**src/rtl/inst_sram_ctrl_if.sv**
```systemverilog
// rtl/inst_sram_ctrl_if.sv - fetch port between the cpu core and the instruction SRAM controller
//
// Purpose: groups the core's fetch request/response signals.
// Signals:
//   instAddr_i    byte fetch address (core -> controller)
//   instEnable_i  fetch request      (core -> controller)
//   instData_o    instruction word   (controller -> core)
//   stall_o       hold PC and IF/ID  (controller -> core)
// Modports: master = core side, slave = controller side.
interface inst_sram_ctrl_if #(
    parameter int ADDR_W = 32,
    parameter int DATA_W = 32
);
    logic [ADDR_W-1:0] instAddr_i;
    logic              instEnable_i;
    logic [DATA_W-1:0] instData_o;
    logic              stall_o;

    modport master (
        output instAddr_i,
        output instEnable_i,
        input  instData_o,
        input  stall_o
    );

    modport slave (
        input  instAddr_i,
        input  instEnable_i,
        output instData_o,
        output stall_o
    );
endinterface

```
**src/rtl/inst_sram_ctrl.sv**
```systemverilog
// rtl/inst_sram_ctrl.sv - instruction fetch controller with fetch buffer in front of an async SRAM
//
// Purpose: serves core fetches from a multi-cycle asynchronous SRAM. A one-entry
// fetch buffer answers repeated fetches of the same address without waiting; a
// miss stalls the core for WAIT_CYCLES+2 cycles while the word is read.
// Optional macro INST_PREFETCH_EN adds a second entry filled speculatively with
// the next sequential word after each demand fill.
// Ports:
//   clk, rst          clock, asynchronous active-high reset
//   fetch (slave)     instAddr_i, instEnable_i in; instData_o, stall_o out
//   sram_addr_o       SRAM word address (latched request address bits [SRAM_AW+1:2])
//   sram_rdata_i      SRAM read data
//   sram_ce_n_o       chip enable, active-low
//   sram_oe_n_o       output enable, active-low
//   sram_we_n_o       write enable, tied inactive (read-only port)
module inst_sram_ctrl #(
    parameter int ADDR_W      = 32,
    parameter int DATA_W      = 32,
    parameter int SRAM_AW     = 18,
    parameter int WAIT_CYCLES = 2
) (
    input  logic               clk,
    input  logic               rst,
    inst_sram_ctrl_if.slave    fetch,
    output logic [SRAM_AW-1:0] sram_addr_o,
    input  logic [DATA_W-1:0]  sram_rdata_i,
    output logic               sram_ce_n_o,
    output logic               sram_oe_n_o,
    output logic               sram_we_n_o
);
    localparam logic [3:0] WAIT_LOAD = 4'(WAIT_CYCLES);

    typedef enum logic {IDLE, READ} state_t;

    state_t            state, stateNext;
    logic [ADDR_W-1:0] reqAddr, reqAddrNext;
    logic [3:0]        cnt, cntNext;
    logic              strobeN, strobeNNext;
    logic              bufValid, bufValidNext;
    logic [ADDR_W-1:0] bufAddr, bufAddrNext;
    logic [DATA_W-1:0] bufData, bufDataNext;
    logic              stallC;
    logic [DATA_W-1:0] dataC;

    logic              reqEn;
    logic [ADDR_W-1:0] addr;
    logic              hitBuf, hitPf, missNow;

    assign reqEn   = fetch.instEnable_i;
    assign addr    = fetch.instAddr_i;
    assign hitBuf  = bufValid && (addr == bufAddr);
    assign missNow = reqEn && !hitBuf && !hitPf;

`ifdef INST_PREFETCH_EN
    localparam logic [ADDR_W-1:0] WORD_STEP = ADDR_W'(4);

    logic              pfValid, pfValidNext;
    logic [ADDR_W-1:0] pfAddr, pfAddrNext;
    logic [DATA_W-1:0] pfData, pfDataNext;
    logic              isPf, isPfNext;           // current READ is speculative
    logic              pfPending, pfPendingNext; // a prefetch should start at next idle slot
    logic [ADDR_W-1:0] pfTarget, pfTargetNext;

    assign hitPf = pfValid && (addr == pfAddr);
`else
    assign hitPf = 1'b0;
`endif

    always_comb begin
        stateNext    = state;
        reqAddrNext  = reqAddr;
        cntNext      = cnt;
        strobeNNext  = strobeN;
        bufValidNext = bufValid;
        bufAddrNext  = bufAddr;
        bufDataNext  = bufData;
        stallC       = 1'b0;
        dataC        = '0;
`ifdef INST_PREFETCH_EN
        pfValidNext   = pfValid;
        pfAddrNext    = pfAddr;
        pfDataNext    = pfData;
        isPfNext      = isPf;
        pfPendingNext = pfPending;
        pfTargetNext  = pfTarget;
`endif
        case (state)
            IDLE: begin
                if (missNow) begin
                    stallC      = 1'b1;
                    reqAddrNext = addr;
                    cntNext     = WAIT_LOAD;
                    strobeNNext = 1'b0;
                    stateNext   = READ;
`ifdef INST_PREFETCH_EN
                    isPfNext      = 1'b0;
                    pfPendingNext = 1'b0;
`endif
                end else begin
`ifdef INST_PREFETCH_EN
                    if (reqEn) dataC = hitBuf ? bufData : pfData;
                    if (reqEn && !hitBuf && hitPf) begin
                        // Promote the consumed prefetch and queue the next sequential word.
                        bufValidNext  = 1'b1;
                        bufAddrNext   = pfAddr;
                        bufDataNext   = pfData;
                        pfValidNext   = 1'b0;
                        pfPendingNext = 1'b1;
                        pfTargetNext  = pfAddr + WORD_STEP;
                    end else if (pfPending) begin
                        reqAddrNext   = pfTarget;
                        cntNext       = WAIT_LOAD;
                        strobeNNext   = 1'b0;
                        stateNext     = READ;
                        isPfNext      = 1'b1;
                        pfPendingNext = 1'b0;
                    end
`else
                    if (reqEn) dataC = bufData;
`endif
                end
            end

            READ: begin
`ifdef INST_PREFETCH_EN
                if (isPf) begin
                    if (reqEn && !missNow) begin
                        dataC = hitBuf ? bufData : pfData;
                    end else if (missNow && addr != reqAddr) begin
                        // Unrelated demand miss: drop the speculative read, reuse the access.
                        stallC      = 1'b1;
                        reqAddrNext = addr;
                        cntNext     = WAIT_LOAD;
                        isPfNext    = 1'b0;
                    end else if (missNow && cnt != 4'd0) begin
                        stallC = 1'b1;
                    end else if (missNow) begin
                        // Demand for the word arriving this cycle: forward it directly.
                        dataC = sram_rdata_i;
                    end

                    if (!(missNow && addr != reqAddr)) begin
                        if (cnt == 4'd0) begin
                            if (missNow) begin
                                // Word was consumed: keep it as the demand entry and
                                // stream straight on to the following word.
                                bufValidNext = 1'b1;
                                bufAddrNext  = reqAddr;
                                bufDataNext  = sram_rdata_i;
                                reqAddrNext  = reqAddr + WORD_STEP;
                                cntNext      = WAIT_LOAD;
                            end else begin
                                pfValidNext = 1'b1;
                                pfAddrNext  = reqAddr;
                                pfDataNext  = sram_rdata_i;
                                strobeNNext = 1'b1;
                                stateNext   = IDLE;
                                isPfNext    = 1'b0;
                            end
                        end else begin
                            cntNext = cnt - 4'd1;
                        end
                    end
                end else
`endif
                begin
                    stallC = 1'b1;
                    if (cnt == 4'd0) begin
                        bufValidNext = 1'b1;
                        bufAddrNext  = reqAddr;
                        bufDataNext  = sram_rdata_i;
                        strobeNNext  = 1'b1;
                        stateNext    = IDLE;
`ifdef INST_PREFETCH_EN
                        pfPendingNext = 1'b1;
                        pfTargetNext  = reqAddr + WORD_STEP;
`endif
                    end else begin
                        cntNext = cnt - 4'd1;
                    end
                end
            end

            default: stateNext = IDLE;
        endcase
    end

    always_ff @(posedge clk or posedge rst) begin
        if (rst) begin
            state    <= IDLE;
            reqAddr  <= '0;
            cnt      <= 4'd0;
            strobeN  <= 1'b1;
            bufValid <= 1'b0;
            bufAddr  <= '0;
            bufData  <= '0;
`ifdef INST_PREFETCH_EN
            pfValid   <= 1'b0;
            pfAddr    <= '0;
            pfData    <= '0;
            isPf      <= 1'b0;
            pfPending <= 1'b0;
            pfTarget  <= '0;
`endif
        end else begin
            state    <= stateNext;
            reqAddr  <= reqAddrNext;
            cnt      <= cntNext;
            strobeN  <= strobeNNext;
            bufValid <= bufValidNext;
            bufAddr  <= bufAddrNext;
            bufData  <= bufDataNext;
`ifdef INST_PREFETCH_EN
            pfValid   <= pfValidNext;
            pfAddr    <= pfAddrNext;
            pfData    <= pfDataNext;
            isPf      <= isPfNext;
            pfPending <= pfPendingNext;
            pfTarget  <= pfTargetNext;
`endif
        end
    end

    // Outputs are combinational; force them quiet while reset is held.
    assign fetch.stall_o    = stallC && !rst;
    assign fetch.instData_o = rst ? '0 : dataC;
    assign sram_addr_o      = reqAddr[SRAM_AW+1:2];
    assign sram_ce_n_o      = strobeN;
    assign sram_oe_n_o      = strobeN;
    assign sram_we_n_o      = 1'b1;
endmodule

```
**src/flat_wrapper.sv**
```systemverilog
// flat-port wrapper written by rule: the top's interface ports become plain ports
module inst_sram_ctrl_flat 
#(
    parameter int ADDR_W      = 32,
    parameter int DATA_W      = 32,
    parameter int SRAM_AW     = 18,
    parameter int WAIT_CYCLES = 2
)
  (clk, rst, sram_addr_o, sram_rdata_i, sram_ce_n_o, sram_oe_n_o, sram_we_n_o, fetch_instAddr_i, fetch_instEnable_i, fetch_instData_o, fetch_stall_o);
  inst_sram_ctrl_if #(.ADDR_W(ADDR_W), .DATA_W(DATA_W)) fetch_i ();
  input  logic clk;
  input  logic rst;
  output logic [SRAM_AW-1:0] sram_addr_o;
  input  logic [DATA_W-1:0] sram_rdata_i;
  output logic sram_ce_n_o;
  output logic sram_oe_n_o;
  output logic sram_we_n_o;
  input wire logic [$bits(fetch_i.instAddr_i)-1:0] fetch_instAddr_i;
  input wire logic [$bits(fetch_i.instEnable_i)-1:0] fetch_instEnable_i;
  output wire logic [$bits(fetch_i.instData_o)-1:0] fetch_instData_o;
  output wire logic [$bits(fetch_i.stall_o)-1:0] fetch_stall_o;
  assign fetch_i.instAddr_i = fetch_instAddr_i;
  assign fetch_i.instEnable_i = fetch_instEnable_i;
  assign fetch_instData_o = fetch_i.instData_o;
  assign fetch_stall_o = fetch_i.stall_o;
  inst_sram_ctrl #(.ADDR_W(ADDR_W), .DATA_W(DATA_W), .SRAM_AW(SRAM_AW), .WAIT_CYCLES(WAIT_CYCLES)) u_core (.clk(clk), .rst(rst), .fetch(fetch_i), .sram_addr_o(sram_addr_o), .sram_rdata_i(sram_rdata_i), .sram_ce_n_o(sram_ce_n_o), .sram_oe_n_o(sram_oe_n_o), .sram_we_n_o(sram_we_n_o));
endmodule
```
**config.mk**
```make
export PLATFORM = sky130hd
export DESIGN_NAME = inst_sram_ctrl_flat
export DESIGN_NICKNAME = d
export VERILOG_FILES = /design/src/rtl/inst_sram_ctrl_if.sv /design/src/rtl/inst_sram_ctrl.sv /design/src/flat_wrapper.sv
export SDC_FILE = /design/constraint.sdc
export NUM_CORES = 1
export LEC_CHECK = 0
export BUFFER_PORTS_ARGS = -buffer_cell sky130_fd_sc_hd__buf_4
export CAP_MARGIN = 40
export CORE_UTILIZATION = 40
export DETAILED_ROUTE_END_ITERATION = 6
export PLACE_DENSITY = 0.67
export SYNTH_ARGS = -nofsm -noshare
export SYNTH_HDL_FRONTEND = slang
export SYNTH_SLANG_ARGS = --single-unit
```
**constraint.sdc**
```tcl
create_clock -name clk -period 13.5 [get_ports clk]
set_input_delay 2.025 -clock clk [delete_from_list [all_inputs] [get_ports clk]]
set_output_delay 2.025 -clock clk [all_outputs]
set_load 0.05 [all_outputs]
```
* Word level (Yosys, flattened, before mapping) *
Cells that the tools add are included.

operators by class
  add/sub/neg operators = 1
  $mul = 0
  div/mod/pow operators = 0
  magnitude comparators = 0
  eq/ne operators = 4
  shift-type cells = 0
  muxes and demuxes = 14
  bitwise gates (word level) = 1
  reduce and logical (&&, ||, !) cells = 10

operator list
  operator             count
  $mux 32              4
  $eq 32x32->1         1
  $mux 4               2
  $pmux 4 s2           1
  $reduce_and 2->1     4
  $pmux 1 s2           3
  $logic_not 4->1      1
  $mux 1               4
  $ne 2x2->1 const B   2
  $sub 4x1->4 const B  1
  $logic_and 1x1->1    3
  $logic_not 1->1      2
  $ne 2x1->1 const B   1
  $not 1->1            1

word-level totals
  bits in registers = 103
  latch bits = 0
  RAM bits = 0
  ROM bits = 0
  input port bits = 67
  memories = 0

* Longest topological paths before layout *
Gate-level depths: netlist of the first run.

  word-level depth = 7
  gate-level depth with buffers = 7
  mapped depth without buffers = 6

* Worst setup path after synthesis of the first run *
OpenSTA, ideal clock, no wires.

  path type = input to output
  start point = input port rst
  end point = output port fetch_instData_o[10]
  data arrival time = 5368 ps
  data required time = 11475 ps
  path slack = 6107 ps
  stages = 5
  buffers on the path = 1
  cell sequence = inv_1 > nand2_1 > nor4_2 > clkbuf_1 > and2_1

between the ends
  longest elaborated chain between the ends = 1

RTL lines
  element      line                   source
  from (decl)  flat_wrapper.sv:12     input logic rst;
  $mux 32      inst_sram_ctrl.sv:226  assign fetch.instData_o = rst ? '0 : dataC;
  to (decl)    flat_wrapper.sv:20     output wire logic [$bits(fetch_i.instData_o)-1:0] fetch_instData_o;

Every way passes these cells.

* Final worst setup path of the first run *
  start point = input port fetch_instAddr_i[18]
  end point = output port fetch_instData_o[2]

between the ends
  longest elaborated chain between the ends = 7

RTL lines
  element            line                   source
  from (decl)        flat_wrapper.sv:18     input wire logic [$bits(fetch_i.instAddr_i)-1:0] fetch_instAddr_i;
  $eq 32x32->1       inst_sram_ctrl.sv:51   assign hitBuf = bufValid && (addr == bufAddr);
  $logic_and 1x1->1  inst_sram_ctrl.sv:51
  $logic_not 1->1    inst_sram_ctrl.sv:52   assign missNow = reqEn && !hitBuf && !hitPf;
  $logic_and 1x1->1  inst_sram_ctrl.sv:52
  $mux 32            inst_sram_ctrl.sv:89   if (missNow) begin
  $mux 32            inst_sram_ctrl.sv:87   case (state)
  $mux 32            inst_sram_ctrl.sv:226

Every way passes these cells.

==> results.md, run 1 <==
- Sequential power share: 0.412
- Switching Share: 0.342
- Postcts setup bufs: 0
- Slew Limit Fails: 0
- Core Rows: 38
- CTS Buf Count: 9
- Setup Viol. Count Final: 0
- Worst slew margin: 0.488
- Initial antenna violation count: 0
- Commonest non-fill, non-tap cell in the layout: buf_4
- Crit path kind: input port to primary output
- Post-CTS Resized: 0
- Post-synth EDFFs: 0
- Worst IR Drop VDD: between 90 and 100 uV
- Area leader, netlist: dfrtp_1
- Crit path from: fetch_instAddr_i[18]
- Die width: approximately 110 um
- DR WL met2: around 4.9 mm
- Hold Slack: a little under 500 ps
- CP Capture Type: primary output
- I/O pins: roughly 120
- Starting Density: 0.419
- Area delta synth->final: 27.2%
- Max-cap check violation count: 0
- Yosys cell types: 29
- DR vias: between 2,000 and 3,000
- Routed WL: 9.20 mm
- Diode count: 0
- Initial drt markers: 86
- Post-CTS Hold Buffers: 0
- Share of the yosys chip area belonging to registers: 0.558
- Cell family contributing the most delay on the critical path: simple AND/OR/NAND/NOR gates
- Largest net degree at the start of global routing: a little over 60
- Syn_area_per_cell: between 10 and 15 um^2
- Port buffer count: between 100 and 150
- Clock slew at reported path FFs: about 60 ps
- Synth Register Bits: ~100
- Share of the synthesized area in the top cell type: 0.552
- Cell Int Power: roughly 900 uW
- Setup TNS: 0 ps
- Layout cell share with drive strength beyond 1: 0.513
- Worst setup SP type: input port
- Max incr delay on CP: slightly above 600 ps
- Most frequent cells in the layout: 123 x buf_4, 102 x dfrtp_1, 84 x mux2_2
- Largest buffer count on any clock path: 2
- Critical path depth in cells: 8
- NumNets Final: 509
- DRC violations left: 0
- Non-Filler Instances: roughly 600
- Vias per cell: 4.85
- R2R Setup Slk: about 10,000 ps
- Yosys warns: 0
- Core Region: 11,000 um^2
- Critical Path AT: about 4400 ps
- Die Area: between 10,000 and 15,000 um^2
- Met3 WL post-DR: 322 um
- Vias in the first global route: around 2,900
- Post-layout min period: roughly 6400 ps
- Unrepaired setup endpoints after global routing: no
- R2r startpoint: u_core.bufAddr[18]
- Skew final: roughly 10 ps
- Die height: ~110 um
- Placed cells: 570
- CTS Sinks: roughly 100
- Total GRT Usage: 0.163
- Slew of the pin with the lowest slew margin: 768 ps
- Final Cycle Share: 0.475
- DR WL/cell: around 16 um
- CP required: approximately 11,000 ps
- CP cell instances: buf_4 > xor2_1 > nor4_1 > nand4_1 > nor4_4 > buf_8 > and2_1 > buf_4
- Sw power: 469 uW
- Combinational power share: 0.372
- Power per cell area: between 200 and 250 nW/um^2
- Syn Nets: slightly above 400
- Worst path buffer plus inverter count: 3
- Max Clock Freq: 156 MHz
- Worst-skew pair later-pin latency: 340 ps
- Final antenna-violating net count: 0
- Reg2Reg Depth: 6
- Routability cong.: around 0.76
- Wl on met1: 3.87 mm
- Hold Violations, Final: 0
- Post-synth ARST share: 1.00
- Power share of the clock group: 0.216
- Post-Syn Area: roughly 4600 um^2
- Status: complete, no violations
- Hold crit path type: register to register
- Overflow after GRT: 0
- End of the worst register-to-register path: u_core.reqAddr[27]
- CP dominant cell by count: buf_4
- Final core occ: 0.533
- Leakage: approximately 0.0027 uW
- Slowest CP cell: nor4_4
- Mapped Cells: 340
- CTS tree: done
- Multi-input gate area: between 1500 and 2000 um^2
- Top FF cell, synth: dfrtp_1
- Top Metal Used: met4
- Crit path capture: fetch_instData_o[2]
- H-Tree Depth: 3
- Pre-antenna DRT Iters: 4
- Hpwl dp: 6.51 mm
- Total chip power: 1370 uW
- Fillers: slightly below 1,000
- First-pass GRT wire length: about 15 mm
- Worst Path Max Fanout: 26
- Reg area: around 2600 um^2
- Largest cells by area after synthesis: dfrtp_1 55%, mux2_2 20%, xor2_1 5.9%, and2_1 4.7%, buf_4 3.4%
- Root buffer cell: clkbuf_16
==> flip-flops by register name, indices dropped and copies added (netlist names) <==
register and count:
u_core.bufValid 1, u_core.state 1, u_core.sram_ce_n_o 1, u_core.reqAddr 32
u_core.cnt 4, u_core.bufData 32, u_core.bufAddr 32
==> worst min path at each step <==
stage / from / endpoint / slack, ps / depth (start not counted)
final: u_core.bufValid / u_core.bufValid / 490 / 1
after global placement: u_core.bufValid / u_core.bufValid / 450 / 1
after global routing: u_core.reqAddr[20] / u_core.reqAddr[20] / 500 / 1
after detailed placement: u_core.bufValid / u_core.bufValid / 470 / 1
after CTS: u_core.bufValid / u_core.bufValid / 490 / 1
after floorplan: u_core.bufValid / u_core.bufValid / 440 / 1
==> cell usage after synthesis (all sizes together) (2+ instances only) <==
| cell | n |
|---|---|
| nor2 | 2 |
| nand2 | 8 |
| xnor2 | 2 |
| nor3 | 2 |
| and2 | 35 |
| o31ai | 2 |
| inv | 4 |
| mux2 | 97 |
| nand4 | 2 |
| dfrtp | 102 |
| xor2 | 31 |
| nor4 | 9 |
| clkbuf | 6 |
| buf | 28 |
==> cell families after synthesis <==
group | share of synthesized area
other cells | 0.000811
xor+xnor | 0.0625
compound gates | 0.00974
mux | 0.236
buf+inv | 0.0525
fa+ha+maj | 0.00271
flops | 0.558
simple gates | 0.0777
==> layout make-up <==
class | instances | share of cell area
clock buffers | 10 | 0.0389
clock inverters | 6 | 0.0198
inverters | 4 | 0.00298
multi-input cells | 199 | 0.310
flip-flops and latches | 103 | 0.439
well taps | 140 | 0.0298
repair buffers | 124 | 0.160
==> routing by layer <==
metal	vias to the layer above	track usage
met1	1441	0.208
met3	12	0.0267
met2	53	0.277
met5	-	0
met4	0	0.0648
li1	1339	-
==> power by group through the flow <==
stage	sequential (uW)	combinational (uW)	clock (uW)
global route	587	552	318
finish	565	510	297
CTS	567	519	305
floorplan	543	444	0
detailed placement	572	516	0
global placement	559	506	0
==> stage by stage <==
step	setup WS, ps	cell area, um^2
floorplan	6110	4620
global placement	6780	5520
detailed placement	7040	5530
CTS	7030	5880
global route	6910	5880
finish	7080	5880
(Power assumes the default switching activity.)
==> run 2: changes to the inputs <==
==> constraint.sdc (replaced) <==
create_clock -name clk -period 6.1 [get_ports clk]
set_input_delay 0.915 -clock clk [delete_from_list [all_inputs] [get_ports clk]]
set_output_delay 0.915 -clock clk [all_outputs]
set_load 0.05 [all_outputs]
==> run 2 against run 1 <==
Non-clock buffer count is the same. Sequential power rose by 120%. Register-to-register slack got worse by 7400 ps. Via count rose by 0.11%. Routed wire length shrank 1.8%. Combinational power up 120%. First-iteration DRC count up 3.5%. Setup slack worse by 5100 ps. Global-route usage fell by 0.51 points. Count of clock-buffer cells in the layout rose by 1. Hold slack gained 1.9 ps. Power is 120% higher. Critical path type unchanged. Largest power group unchanged.
==> results.md, run 2 (synthesis results as in run 1) <==
- Initial antenna violation count: 0 (unchanged)
- Crit path kind: input port to primary output
- CTS Sinks: 103 (unchanged)
- Unrepaired setup endpoints after global routing: no
- Worst-skew pair later-pin latency: 330 ps (about the same)
- Status: complete, no violations
- Worst setup SP type: input port
- Post-layout min period: approximately 4200 ps
- Max-cap check violation count: 0 (unchanged)
- Leakage: 0.00269 uW (-0.55%)
- Area delta synth->final: 26.5%
- Worst Path Max Fanout: 26 (unchanged)
- Placed cells: 570 (unchanged)
- CTS Buf Count: 9 (unchanged)
- Slew Limit Fails: 0 (unchanged)
- Worst IR Drop VDD: 247 uV (+160%)
- Die width: 110 um (unchanged)
- Die height: 110 um (unchanged)
- CP Capture Type: primary output
- Pre-antenna DRT Iters: 4 (unchanged)
- Hold Violations, Final: 0 (unchanged)
- DR WL/cell: 15.4 um (-1.8%)
- Vias per cell: 4.86 (+0.11%)
- DR vias: 2,848 (+0.11%)
- H-Tree Depth: 3 (unchanged)
- Final instance area: 5850 um^2 (-0.49%)
- I/O pins: 121 (unchanged)
- CTS tree: done
- Largest buffer count on any clock path: 2 (unchanged)
- End of the worst register-to-register path: u_core.reqAddr[5]
- First-pass GRT wire length: 14.3 mm (-2.6%)
- Routability cong.: 0.766 (+0.43%)
- Total GRT Usage: 0.158 (-0.00507)
- Most frequent cells in the layout: 123 x buf_4, 102 x dfrtp_1, 84 x mux2_2
- Overflow after GRT: 0 (unchanged)
- Total chip power: 2970 uW (+120%)
- Cell depth of the worst hold path: 1 (unchanged)
- Core Rows: 38 (unchanged)
- Diode count: 0 (unchanged)
- R2r startpoint: u_core.bufAddr[18]
- Commonest non-fill, non-tap cell in the layout: buf_4
- Hold EP: u_core.reqAddr[25]
- NumNets Final: 509 (unchanged)
- Beginning of the worst hold path: u_core.reqAddr[25]
- Routed WL: 9.04 mm (-1.8%)
- Core Region: 11,000 um^2 (unchanged)
- Critical Path AT: 3250 ps (-1140 ps)
- Skew final: 6.90 ps (-3.54 ps)
- R2R Setup Slk: 3130 ps (-7360 ps)
- Post-CTS Resized: 0 (unchanged)
- Initial drt markers: 89 (+3.5%)
- Setup Viol. Count Final: 0 (unchanged)
- Post-CTS Hold Buffers: 0 (unchanged)
- Final antenna-violating net count: 0 (unchanged)
- Hold crit path type: register to register
- Root buffer cell: clkbuf_16
- CP required: 5180 ps (-6300 ps)
- Final Cycle Share: 0.683
- Setup TNS: 0 ps (unchanged)
- Hpwl dp: 6.54 mm (+0.56%)
- Top Registers: u_core.bufAddr (32), u_core.bufData (32), u_core.reqAddr (32)
- Port buffer count: 119 (unchanged)
- Starting Density: 0.419 (unchanged)
- Reg2Reg Depth: 6 (unchanged)
- Max Clock Freq: 240 MHz
- Die Area: 12,000 um^2 (unchanged)
- Vias in the first global route: 2,943 (+2.3%)
- Worst slew margin: 0.492 (+0.00397)
- Largest net degree at the start of global routing: 62 (unchanged)
- DRC violations left: 0 (unchanged)
- Power per cell area: 507 nW/um^2 (+120%)
- Placed Area: 5530 um^2 (unchanged)
- Non-Filler Instances: 586 (unchanged)
- Layout cell share with drive strength beyond 1: 0.516 (+0.00224)
- Slew of the pin with the lowest slew margin: 762 ps (-5.96 ps)
- Postcts setup bufs: 0 (unchanged)
- Clock slew at reported path FFs: 70 ps (about the same)
==> run 2: cell types whose count changed in the layout (fill, tap and decap cells not counted) <==
cell / previous run / this run
bufinv_16: 3 / 1
clkbuf_8: 0 / 2
clkbuf_1: 1 / 0
clkinvlp_4: 0 / 1
==> run 2: report_power, final <==
group	total (uW)	internal [uW]	switching, uW	leakage (uW)
combinational	1130	557	573	0.00133
clock	592	344	247	0.000153
sequential	1250	1040	208	0.00121
total	2970	1940	1030	0.00269
==> run 2: stage by stage <==
step	utilization	setup WS, ps	hold slack, ps
after global routing	0.530	1780	499
after floorplan	-	927	439
after detailed placement	0.502	1900	479
after CTS	0.530	1900	495
final	0.530	1940	489
after global placement	0.500	1600	452
==> run 2: area by class of cell <==
type                            instances  area (um^2)
Clock buffer                           11          253
Clock inverter                          5         63.8
Fill cell                             975         5180
Inverter                                4         17.5
Multi-Input combinational cell        199         1820
Sequential cell                       103         2580
Tap cell                              140          175
Timing Repair Buffer                  124          938
==> run 2: worst max path at each step <==
stage	startpoint	slack, ps	cells after the start	end
2_1_floorplan	rst	930	5	fetch_instData_o[10]
3_3_place_gp	fetch_instAddr_i[18]	1600	7	fetch_instData_o[9]
3_5_place_dp	fetch_instAddr_i[18]	1900	8	fetch_instData_o[9]
4_1_cts	fetch_instAddr_i[18]	1900	8	fetch_instData_o[9]
5_1_grt	fetch_instAddr_i[18]	1780	8	fetch_instData_o[9]
6_report	fetch_instAddr_i[18]	1940	8	fetch_instData_o[9]
==> run 2: layer usage <==
layer  global-route usage  share of wire
met2                0.272           0.54
met1                0.192           0.42
met3               0.0391          0.034
met5                    0              0
met4               0.0571          0.014
==> run 2: critical path, stage by stage <==
cell,delay (ps)
buf_4,110
xor2_1,150
nor4_1,500
nand4_1,390
nor4_4,600
buf_8,230
and2_1,150
buf_4,200
==> run 3: changes to the inputs <==
--- a/config.mk
+++ b/config.mk
@@ -5,6 +5,7 @@
 export SDC_FILE = /design/constraint.sdc
 export NUM_CORES = 1
 export LEC_CHECK = 0
+export ABC_AREA = 1
 export BUFFER_PORTS_ARGS = -buffer_cell sky130_fd_sc_hd__buf_4
 export CAP_MARGIN = 40
 export CORE_UTILIZATION = 40
==> constraint.sdc (replaced) <==
create_clock -name clk -period 4 [get_ports clk]
set_input_delay 0.6 -clock clk [delete_from_list [all_inputs] [get_ports clk]]
set_output_delay 0.6 -clock clk [all_outputs]
set_load 0.05 [all_outputs]
==> run 3 against run 2 <==
Global-route usage rose by 3.1 points. Design area up 4.2%. Die area grew 5.6%. Count of clock-buffer cells in the layout decreased by 1. First-iteration DRC count increased to 3.0 times the previous value. Register-to-register slack got worse by 1400 ps. Sequential share of layout area is 1.8 points lower. Hold slack got worse by 300 ps. Power rose by 53%. Sequential power grew 43%.
==> results.md, run 3 <==
- Clock slew at reported path FFs: 70 ps (about the same)
- Vias in the first global route: 4,144 (+41%)
- Routed WL: 11.1 mm (+23%)
- Top Metal Used: met4
- Pre-antenna DRT Iters: 5 (+1)
- First-pass GRT wire length: 18.8 mm (+32%)
- Setup Viol. Count Final: 0 (unchanged)
- H-Tree Depth: 3 (unchanged)
- Unrepaired setup endpoints after global routing: no
- Largest buffer count on any clock path: 2 (unchanged)
- DRC violations left: 0 (unchanged)
- Worst setup SP type: register
- Share of the yosys chip area belonging to registers: 0.528 (-0.0300)
- Status: complete, no violations
- Root buffer cell: clkbuf_16
- Post-synth ARST share: 1.00 (unchanged)
- Max-cap check violation count: 0 (unchanged)
- Crit path kind: register to primary output
- Top Registers: u_core.bufAddr (32), u_core.bufData (32), u_core.reqAddr (32)
- DR WL met2: 5.50 mm (+13%)
- Hold Violations, Final: 0 (unchanged)
- Non-Filler Instances: 868 (+48%)
- Syn Nets: 695 (+70%)
- Critical Path AT: 2460 ps (-790 ps)
- Placed cells: 852 (+49%)
- Die Area: 12,700 um^2 (+5.6%)
- Slew Limit Fails: 0 (unchanged)
- Max Clock Freq: 326 MHz
- Postcts setup bufs: 0 (unchanged)
- Layout cell share with drive strength beyond 1: 0.215 (-0.301)
- NumNets Final: 784 (+54%)
- Worst slew margin: 0.424 (-0.0676)
- Area delta synth->final: 24.8%
- CTS tree: done
- Final antenna-violating net count: 0 (unchanged)
- Routability cong.: 0.800 (+4.5%)
- I/O pins: 121 (unchanged)
- Synth Register Bits: 103 (unchanged)
- Hold crit path type: input port to async pin
- CTS Sinks: 103 (unchanged)
- Vias per cell: 4.74 (-2.4%)
- Met3 WL post-DR: 321 um (+4.2%)
- Fillers: 1,153 (+18%)
- Top FF cell, synth: dfrtp_1
- Starting Density: 0.408 (-0.0107)
- Yosys cell types: 26 (-10%)
- Top cells by count, synth: 260 x nand2_1, 102 x dfrtp_1, 55 x inv_1
- Final instance area: 6100 um^2 (+4.2%)
- Most frequent cells in the layout: 260 x nand2_1, 124 x buf_4, 102 x dfrtp_1
- Die width: 113 um (+2.8%)
- Core Rows: 40 (+5.3%)
- Initial antenna violation count: 0 (unchanged)
- Final core occ: 0.510 (-0.0207)
- R2R Setup Slk: 1720 ps (-1410 ps)
- Port buffer count: 119 (unchanged)
- Largest net degree at the start of global routing: 54 (-13%)
- DR vias: 4,117 (+45%)
- CP required: 3400 ps (-1780 ps)
- Slew of the pin with the lowest slew margin: 862 ps (+100 ps)
- Die height: 113 um (+2.8%)
- Largest cells by area after synthesis: dfrtp_1 52%, nand2_1 20%, o21ai_0 5.2%, inv_1 4.2%, nand3_1 3.7%
- Skew final: 5.55 ps (-1.35 ps)
- Final Cycle Share: 0.766
- Worst Path Max Fanout: 33 (+27%)
- Overflow after GRT: 0 (unchanged)
- Placed Area: 5750 um^2 (+3.9%)
- Hpwl dp: 7.68 mm (+17%)
- Mapped Cells: 627 (+84%)
- Post-CTS Resized: 0 (unchanged)
- CTS Buf Count: 9 (unchanged)
- Setup TNS: 0 ps (unchanged)
- Worst-skew pair later-pin latency: 350 ps (+20 ps)
- Core Region: 12,000 um^2 (+8.4%)
- Post-synth EDFFs: 0 (unchanged)
- CP Capture Type: primary output
- Post-layout min period: 3060 ps
- Diode count: 0 (unchanged)
- Yosys warns: 0 (unchanged)
- Post-CTS Hold Buffers: 0 (unchanged)
- Total GRT Usage: 0.189 (+0.0311)
- Worst IR Drop VDD: 394 uV (+59%)
- DR WL/cell: 12.8 um (-17%)
- Leakage: 0.00322 uW (+20%)
- Most numerous cell in the Yosys netlist: nand2_1
- Post-Syn Area: 4890 um^2 (+5.7%)
- Area leader, netlist: dfrtp_1
- Syn_area_per_cell: 7.79 um^2 (-43%)
- Commonest non-fill, non-tap cell in the layout: nand2_1
- Share of the synthesized area in the top cell type: 0.522 (-0.0297)
- Reg2Reg Depth: 11 (+5)
- Power per cell area: 743 nW/um^2 (+47%)
- Wl on met1: 5.05 mm (+35%)
- Initial drt markers: 265 (+200%)
- R2r startpoint: u_core.bufAddr[10]
- End of the worst register-to-register path: u_core.cnt[1]
==> run 3: worst max-delay path by stage <==
stage / from / end / slack (ps) / cells after the start
floorplan: rst / fetch_instData_o[16] / 270 / 4
global placement: fetch_instAddr_i[10] / fetch_instData_o[12] / 970 / 11
detailed placement: fetch_instAddr_i[10] / fetch_instData_o[12] / 950 / 11
CTS: u_core.bufAddr[10] / fetch_instData_o[12] / 880 / 10
global route: u_core.bufAddr[14] / fetch_instData_o[26] / 670 / 10
finish: u_core.bufAddr[10] / fetch_instData_o[12] / 940 / 10
==> run 3: critical path, cell delays in order, from the launching register on <==
cell and delay [ps]:
dfrtp_1 390, xnor2_1 210, nand2_1 110, nor2_1 140, nand2_1 90, nor2_2 120
nand2_2 70, nand2_2 90, nand2_2 370, nor2_1 300, buf_4 240
==> run 3: through the flow <==
stage	hold WS [ps]	total power, uW	setup slack (ps)
after floorplan	422	3190	266
after global placement	437	3500	970
after detailed placement	444	3560	950
after CTS	176	4580	880
after global routing	185	4880	674
final	186	4530	937
==> run 3: routing by layer <==
layer  track usage  vias up
met5             0        -
met4        0.0809        0
met3        0.0437       17
met2         0.309       77
met1         0.241     1949
li1              -     2074
==> run 3: report_power, final <==
group          internal (uW)  switching [uW]
registers               1520             268
clock network            626             375
logic                    566            1180
==> run 3: kinds of logic after synthesis <==
logic type / share of synthesized area
DFF: 0.528
adders and majority gates: 0.00256
xor gates and xnor gates: 0.0197
and+or+nand+nor: 0.291
buffers and inverters: 0.103
other: 0.000768
AOI/OAI and AO/OA: 0.0556
==> run 3: final cells by class <==
cell class	instances	area, um^2	area share
Clock buffer	10	239	0.0392
Clock inverter	6	108	0.0176
Inverter	59	224	0.0367
Multi-Input combinational cell	418	1810	0.296
Sequential cell	103	2580	0.423
Tap cell	147	184	0.0302
Timing Repair Buffer	125	958	0.157
